**src/rtl/cam_search_ctrl.sv**
```systemverilog
// CAM front-end: one read/write/search/invalidate per handshake, registered
// one-hot array strobes, per-entry valid vector and lowest-index hit encoder.
// Optional macro CAM_MULTIHIT_EN enables the rsp_multihit_o flag.
// Ports: clk_i, rst_n_i (async, active low); req_* request channel;
// write/read/compare_enable_o and cell_data_o drive the array; match_i and
// read_data_i come back from it; rsp_* response channel.
module cam_search_ctrl #(
  parameter int WIDTH      = 32,
  parameter int ADDR_WIDTH = 5,
  parameter int DEPTH      = 1 << ADDR_WIDTH
) (
  input  logic                  clk_i,
  input  logic                  rst_n_i,
  input  logic                  req_valid_i,
  output logic                  req_ready_o,
  input  logic [1:0]            req_op_i,
  input  logic [ADDR_WIDTH-1:0] req_index_i,
  input  logic [WIDTH-1:0]      req_data_i,
  output logic [DEPTH-1:0]      write_enable_o,
  output logic [DEPTH-1:0]      read_enable_o,
  output logic [DEPTH-1:0]      compare_enable_o,
  output logic [WIDTH-1:0]      cell_data_o,
  input  logic [DEPTH-1:0]      match_i,
  input  logic [WIDTH-1:0]      read_data_i,
  output logic                  rsp_valid_o,
  input  logic                  rsp_ready_i,
  output logic                  rsp_hit_o,
  output logic [ADDR_WIDTH-1:0] rsp_index_o,
  output logic [WIDTH-1:0]      rsp_data_o,
  output logic                  rsp_multihit_o
);

  typedef enum logic [1:0] {
    IDLE,
    ISSUE,
    RESP
  } state_e;

  localparam logic [1:0] OP_RD  = 2'b00;
  localparam logic [1:0] OP_WR  = 2'b01;
  localparam logic [1:0] OP_SR  = 2'b10;
  localparam logic [1:0] OP_INV = 2'b11;

  localparam logic [31:0] DEPTH_U = 32'(DEPTH);

  state_e                state_q, state_d;
  logic [1:0]            op_q, op_d;
  logic [ADDR_WIDTH-1:0] idx_q, idx_d;
  logic                  in_rng_q, in_rng_d;
  logic [WIDTH-1:0]      data_q, data_d;
  logic [DEPTH-1:0]      we_q, we_d;
  logic [DEPTH-1:0]      re_q, re_d;
  logic [DEPTH-1:0]      ce_q, ce_d;
  logic [DEPTH-1:0]      valid_q, valid_d;
  logic                  rsp_valid_q, rsp_valid_d;
  logic                  rsp_hit_q, rsp_hit_d;
  logic [ADDR_WIDTH-1:0] rsp_index_q, rsp_index_d;
  logic [WIDTH-1:0]      rsp_data_q, rsp_data_d;
  logic                  rsp_mh_q, rsp_mh_d;

  logic                  req_in_rng;
  logic [DEPTH-1:0]      req_oh;
  logic [DEPTH-1:0]      idx_oh;
  logic [DEPTH-1:0]      hits;
  logic [ADDR_WIDTH-1:0] hit_idx;
  logic                  multi;

  // Out-of-range indices yield an all-zero mask, so no strobe and
  // no valid-bit change can ever reach a nonexistent entry.
  assign req_in_rng = 32'(req_index_i) < DEPTH_U;
  assign req_oh     = req_in_rng ? (DEPTH'(1) << req_index_i) : '0;
  assign idx_oh     = in_rng_q ? (DEPTH'(1) << idx_q) : '0;

  // Stale match lines on invalid entries must not count as hits.
  assign hits = match_i & valid_q;

  always_comb begin
    hit_idx = '0;
    for (int i = DEPTH - 1; i >= 0; i--) begin
      if (hits[i]) hit_idx = ADDR_WIDTH'(i);
    end
  end

`ifdef CAM_MULTIHIT_EN
  // Clearing the lowest set bit leaves something iff two or more were set.
  assign multi = |(hits & (hits - DEPTH'(1)));
`else
  assign multi = 1'b0;
`endif

  always_comb begin
    state_d     = state_q;
    op_d        = op_q;
    idx_d       = idx_q;
    in_rng_d    = in_rng_q;
    data_d      = data_q;
    we_d        = '0;
    re_d        = '0;
    ce_d        = '0;
    valid_d     = valid_q;
    rsp_valid_d = rsp_valid_q;
    rsp_hit_d   = rsp_hit_q;
    rsp_index_d = rsp_index_q;
    rsp_data_d  = rsp_data_q;
    rsp_mh_d    = rsp_mh_q;
    unique case (state_q)
      IDLE: begin
        if (req_valid_i) begin
          state_d  = ISSUE;
          op_d     = req_op_i;
          idx_d    = req_index_i;
          in_rng_d = req_in_rng;
          data_d   = req_data_i;
          unique case (req_op_i)
            OP_RD:   re_d = req_oh;
            OP_WR:   we_d = req_oh;
            OP_SR:   ce_d = valid_q;
            default: ;
          endcase
        end
      end
      ISSUE: begin
        state_d     = RESP;
        rsp_valid_d = 1'b1;
        rsp_hit_d   = 1'b0;
        rsp_index_d = idx_q;
        rsp_data_d  = '0;
        rsp_mh_d    = 1'b0;
        unique case (op_q)
          OP_RD: begin
            rsp_hit_d  = |(valid_q & idx_oh);
            rsp_data_d = in_rng_q ? read_data_i : '0;
          end
          OP_WR: valid_d = valid_q | idx_oh;
          OP_SR: begin
            rsp_hit_d   = |hits;
            rsp_index_d = hit_idx;
            rsp_mh_d    = multi;
          end
          OP_INV: valid_d = valid_q & ~idx_oh;
          default: ;
        endcase
      end
      RESP: begin
        if (rsp_ready_i) begin
          state_d     = IDLE;
          rsp_valid_d = 1'b0;
        end
      end
      default: state_d = IDLE;
    endcase
  end

  always_ff @(posedge clk_i or negedge rst_n_i) begin
    if (!rst_n_i) begin
      state_q     <= IDLE;
      op_q        <= OP_RD;
      idx_q       <= '0;
      in_rng_q    <= 1'b0;
      data_q      <= '0;
      we_q        <= '0;
      re_q        <= '0;
      ce_q        <= '0;
      valid_q     <= '0;
      rsp_valid_q <= 1'b0;
      rsp_hit_q   <= 1'b0;
      rsp_index_q <= '0;
      rsp_data_q  <= '0;
      rsp_mh_q    <= 1'b0;
    end else begin
      state_q     <= state_d;
      op_q        <= op_d;
      idx_q       <= idx_d;
      in_rng_q    <= in_rng_d;
      data_q      <= data_d;
      we_q        <= we_d;
      re_q        <= re_d;
      ce_q        <= ce_d;
      valid_q     <= valid_d;
      rsp_valid_q <= rsp_valid_d;
      rsp_hit_q   <= rsp_hit_d;
      rsp_index_q <= rsp_index_d;
      rsp_data_q  <= rsp_data_d;
      rsp_mh_q    <= rsp_mh_d;
    end
  end

  assign req_ready_o      = (state_q == IDLE);
  assign write_enable_o   = we_q;
  assign read_enable_o    = re_q;
  assign compare_enable_o = ce_q;
  assign cell_data_o      = data_q;
  assign rsp_valid_o      = rsp_valid_q;
  assign rsp_hit_o        = rsp_hit_q;
  assign rsp_index_o      = rsp_index_q;
  assign rsp_data_o       = rsp_data_q;
  assign rsp_multihit_o   = rsp_mh_q;

endmodule
```
**config.mk**
```make
export PLATFORM = sky130hd
export DESIGN_NAME = cam_search_ctrl
export DESIGN_NICKNAME = d
export VERILOG_FILES = /design/src/rtl/cam_search_ctrl.sv
export SDC_FILE = /design/constraint.sdc
export NUM_CORES = 1
export LEC_CHECK = 0
export ABC_AREA = 1
export ABC_CLOCK_PERIOD_IN_PS = 1900
export CAP_MARGIN = 20
export CELL_PAD_IN_SITES_DETAIL_PLACEMENT = 2
export CELL_PAD_IN_SITES_GLOBAL_PLACEMENT = 2
export CORE_MARGIN = 5
export CORE_UTILIZATION = 25
export CTS_BUF_LIST = sky130_fd_sc_hd__clkbuf_8
export DETAILED_ROUTE_END_ITERATION = 10
export GPL_TIMING_DRIVEN = 0
export PLACE_DENSITY_LB_ADDON = 0.1
export SYNTH_ARGS = -nofsm -noshare
export SYNTH_HDL_FRONTEND = slang
export SYNTH_SLANG_ARGS = --single-unit
```
**constraint.sdc**
```tcl
create_clock -name clk_i -period 1.9 [get_ports clk_i]
set_input_delay 0.19 -clock clk_i [delete_from_list [all_inputs] [get_ports clk_i]]
set_output_delay 0.19 -clock clk_i [all_outputs]
set_load 0.05 [all_outputs]
```
==> impl_results.md <==
* Top cells by count, synth: 239 x nand2_1, 209 x dfrtp_1, 137 x nor2_1
* Sw Ratio at 0.473
* Max H-tree Level at 2
* TritonCTS Buffers at 43
* DRC viols at 0
* GRT overflow at 0
* Vias in the first global route at 9110
* Minimum clock period at 2.38 ns
* Syn-to-layout area delta at 49.0%
* Final hold vios at 0
* Final setup violation count at 3
* Worst-case reg-to-reg path depth at 34
* Die height at 194 µm
* Share of cells above drive strength 1 at 0.0926
* Ys Warns at 0
* Final Cell Area at 0.0127 mm²
* Synth area leaders: dfrtp_1 61%, nand2_1 11%, nor2_1 6.0%, nand3_1 3.4%, inv_1 3.3%
* DRT antenna net count at 0
* Max cap viols at 0
* Port buffer count at 272
* I/O Pins at 276
* Worst-Skew Late Latency at 0.55 ns
* Total track usage at 0.179
* Startpoint Class: flop
* Sequential Area at 0.00523 mm²
* Tot Pwr at 19.5 mW
* Setup TNS Final at -1.05 ns
* Buffers and inverters on the worst path at 1
* Ys async rst share at 1.00
* CP Depth at 34
* DR pass1 iterations at 4
* Worst setup EP type: flop
* Clock root cell: clkbuf_8
* Clock share of power at 0.237
* Post-Syn Area at 0.00851 mm²
* Post-synth top area share at 0.615
* Sequential power share at 0.330
* Number of fill cells in the layout at 3813
* Final setup margin at -0.480 ns
* Post-synth cell types at 31
* DR iter-0 viols at 248
* Seq/Total Area, Yosys at 0.615
* Tcrit/Tclk final at 1.25
* Unrepaired setup endpoints after global routing: yes
* Hold Crit Class: in -> reg
* Initial antenna violation count at 8
* Synth area leader: dfrtp_1
* WHS at 0.0575 ns
* FMAX at 420 MHz
* Most frequent cell after synthesis: nand2_1
* Flops & latches, synth at 209
* WL/cell at 19.5 µm
* Die area at 0.0378 mm²
* PD cells at 1540 mW/mm²
* Row count at 67
* Reg clk slew, reported paths at 0.06 ns
* WL final at 34.4 mm
* Status: complete, but fails checks
* Clock Path Buffers at 3
* Psw at 9.22 mW
* R2r setup slk at -0.48 ns
* Pint at 10.3 mW
* Worst r2r dst: rsp_index_o[0]
* Critical Path RT at 2.34 ns
* Syn Inst Count at 962
* Worst rel slew slack at 0.517
* Proportion of power drawn by combinational gates at 0.433
* CTS tree: yes
* Initial core utilization at 0.254
* Worst Tran Pin Value at 0.724 ns
* Mapped Nets at 1069
* Die Wd at 194 µm
* Worst-path maximum fanout at 2
* Pleak at 6.64 nW
* Clk_skew at 0.0266 ns
* Critical path arrival at 2.82 ns
* Critical path's most frequent cell: nand2_1
* Post-synth EDFFs at 0
* Placer Congestion at 0.788
* Cell at the slowest stage of the critical path: dfrtp_2
* Pin count of the biggest net entering global routing at 101
* Placed instance area at 0.0119 mm²
* Failing checks: negative setup slack
* End point of the critical path: rsp_index_o[0]
* Vias per cell at 4.52
* Core ar. at 0.0335 mm²
* Nets at 1394
* Worst vdd ir at 723 µV
* Kind of critical path: reg -> reg
* Multi-input gate area at 0.00285 mm²
* Final Max Tran Viols at 0
* First-pass GRT wire length at 53.8 mm
* Top delay family on crit path: simple AND/OR/NAND/NOR gates
* Primary FF master, synth: dfrtp_1
* CP peak stage delay at 0.45 ns
* Post-DP HPWL at 25.8 mm
* Syn Area/Cell at 8.85 µm²
* Vias at 7982
* Clock Sinks at 209
-- logic make-up after synthesis --
| family | Yosys count | share of synthesized area |
|---|---|---|
| flip-flops | 209 | 0.615 |
| other | 1 | 0.000441 |
| buffers and inverters | 133 | 0.0594 |
| AND/OR/NAND/NOR | 509 | 0.254 |
| AO/OA/AOI/OAI | 110 | 0.0716 |
-- metrics by stage --
step	instances	utilization	setup slack [ns]
4_1_cts	1762	0.376	-0.533
2_1_floorplan	962	-	-0.0493
3_5_place_dp	1684	0.354	-0.898
5_1_grt	1766	0.378	-0.786
6_report	1766	0.378	-0.480
3_3_place_gp	1682	0.352	-9.00
-- power groups by stage --
stage	clock [mW]	sequential [mW]	combinational [mW]
after detailed placement	0	6.49	8.93
final	4.62	6.44	8.44
after global routing	5.06	6.60	9.17
after global placement	0	6.47	8.79
after CTS	4.83	6.45	8.50
after floorplan	0	8.92	2.85
-- worst reg2reg max path: cells and delay by family (launching register included) --
| family | cells | cell delay [ns] |
|---|---|---|
| buf+inv | 1 | 0.03 |
| flops | 1 | 0.45 |
| compound gates | 1 | 0.05 |
| simple gates | 32 | 1.79 |
-- how the worst min path moves through the flow --
stage | start | to | cells past startpoint
floorplan | rst_n_i | asynchronous set/reset pin | 0
global placement | cell_data_o[5] | cell_data_o[5] | 2
detailed placement | rst_n_i | cell_data_o[16] | 1
CTS | req_index_i[3] | read_enable_o[9] | 3
global route | req_index_i[3] | write_enable_o[8] | 3
finish | req_index_i[4] | write_enable_o[20] | 3
-- metal layers --
layer | vias to the layer above | global-route usage | wire length, µm
li1 | 3756 | - | -
met1 | 3938 | 0.226 | 14600
met2 | 209 | 0.289 | 16000
met3 | 65 | 0.0693 | 2790
met4 | 14 | 0.0477 | 817
met5 | - | 0 | 71
-- layout make-up --
class | instances | share of cell area
Inverter | 84 | 0.0254
Multi-Input combinational cell | 620 | 0.225
Tap cell | 448 | 0.0442
Timing Repair Buffer | 281 | 0.209
Antenna cell | 1 | 0.000197
Buffer | 48 | 0.0165
Clock buffer | 54 | 0.0586
Sequential cell | 209 | 0.413
Clock inverter | 21 | 0.00849
-- repair_timing --
| item | CTS | global route |
|---|---|---|
| setup endpoints to repair | 331 | 75 |
| pin swaps | 1 | 2 |
| endpoints found under the hold margin | 109 | 0 |
| gates resized for setup | 184 | 21 |
| setup buffers | 3 | 3 |
| hold buffers | 1 | 0 |
-- layout by cell type, fill, tap and decap left out, types with 3 or more instances in the layout --
master	n
clkbuf_8	54
a31oi_1	13
nand2_2	6
clkdlybuf4s50_1	112
dlygate4sd2_1	155
clkinv_2	8
nor3_1	34
o21ai_0	41
buf_4	9
inv_1	85
nand2_4	7
clkbuf_2	9
clkinv_1	3
dfrtp_1	206
nand3_1	57
nand2_1	234
nor2_2	3
a21oi_1	40
clkbuf_1	33
inv_2	5
nor2_1	132
dlymetal6s2s_1	3
dfrtp_2	3
o21ai_1	3
nand4_1	30
(Power assumes the default switching activity.)
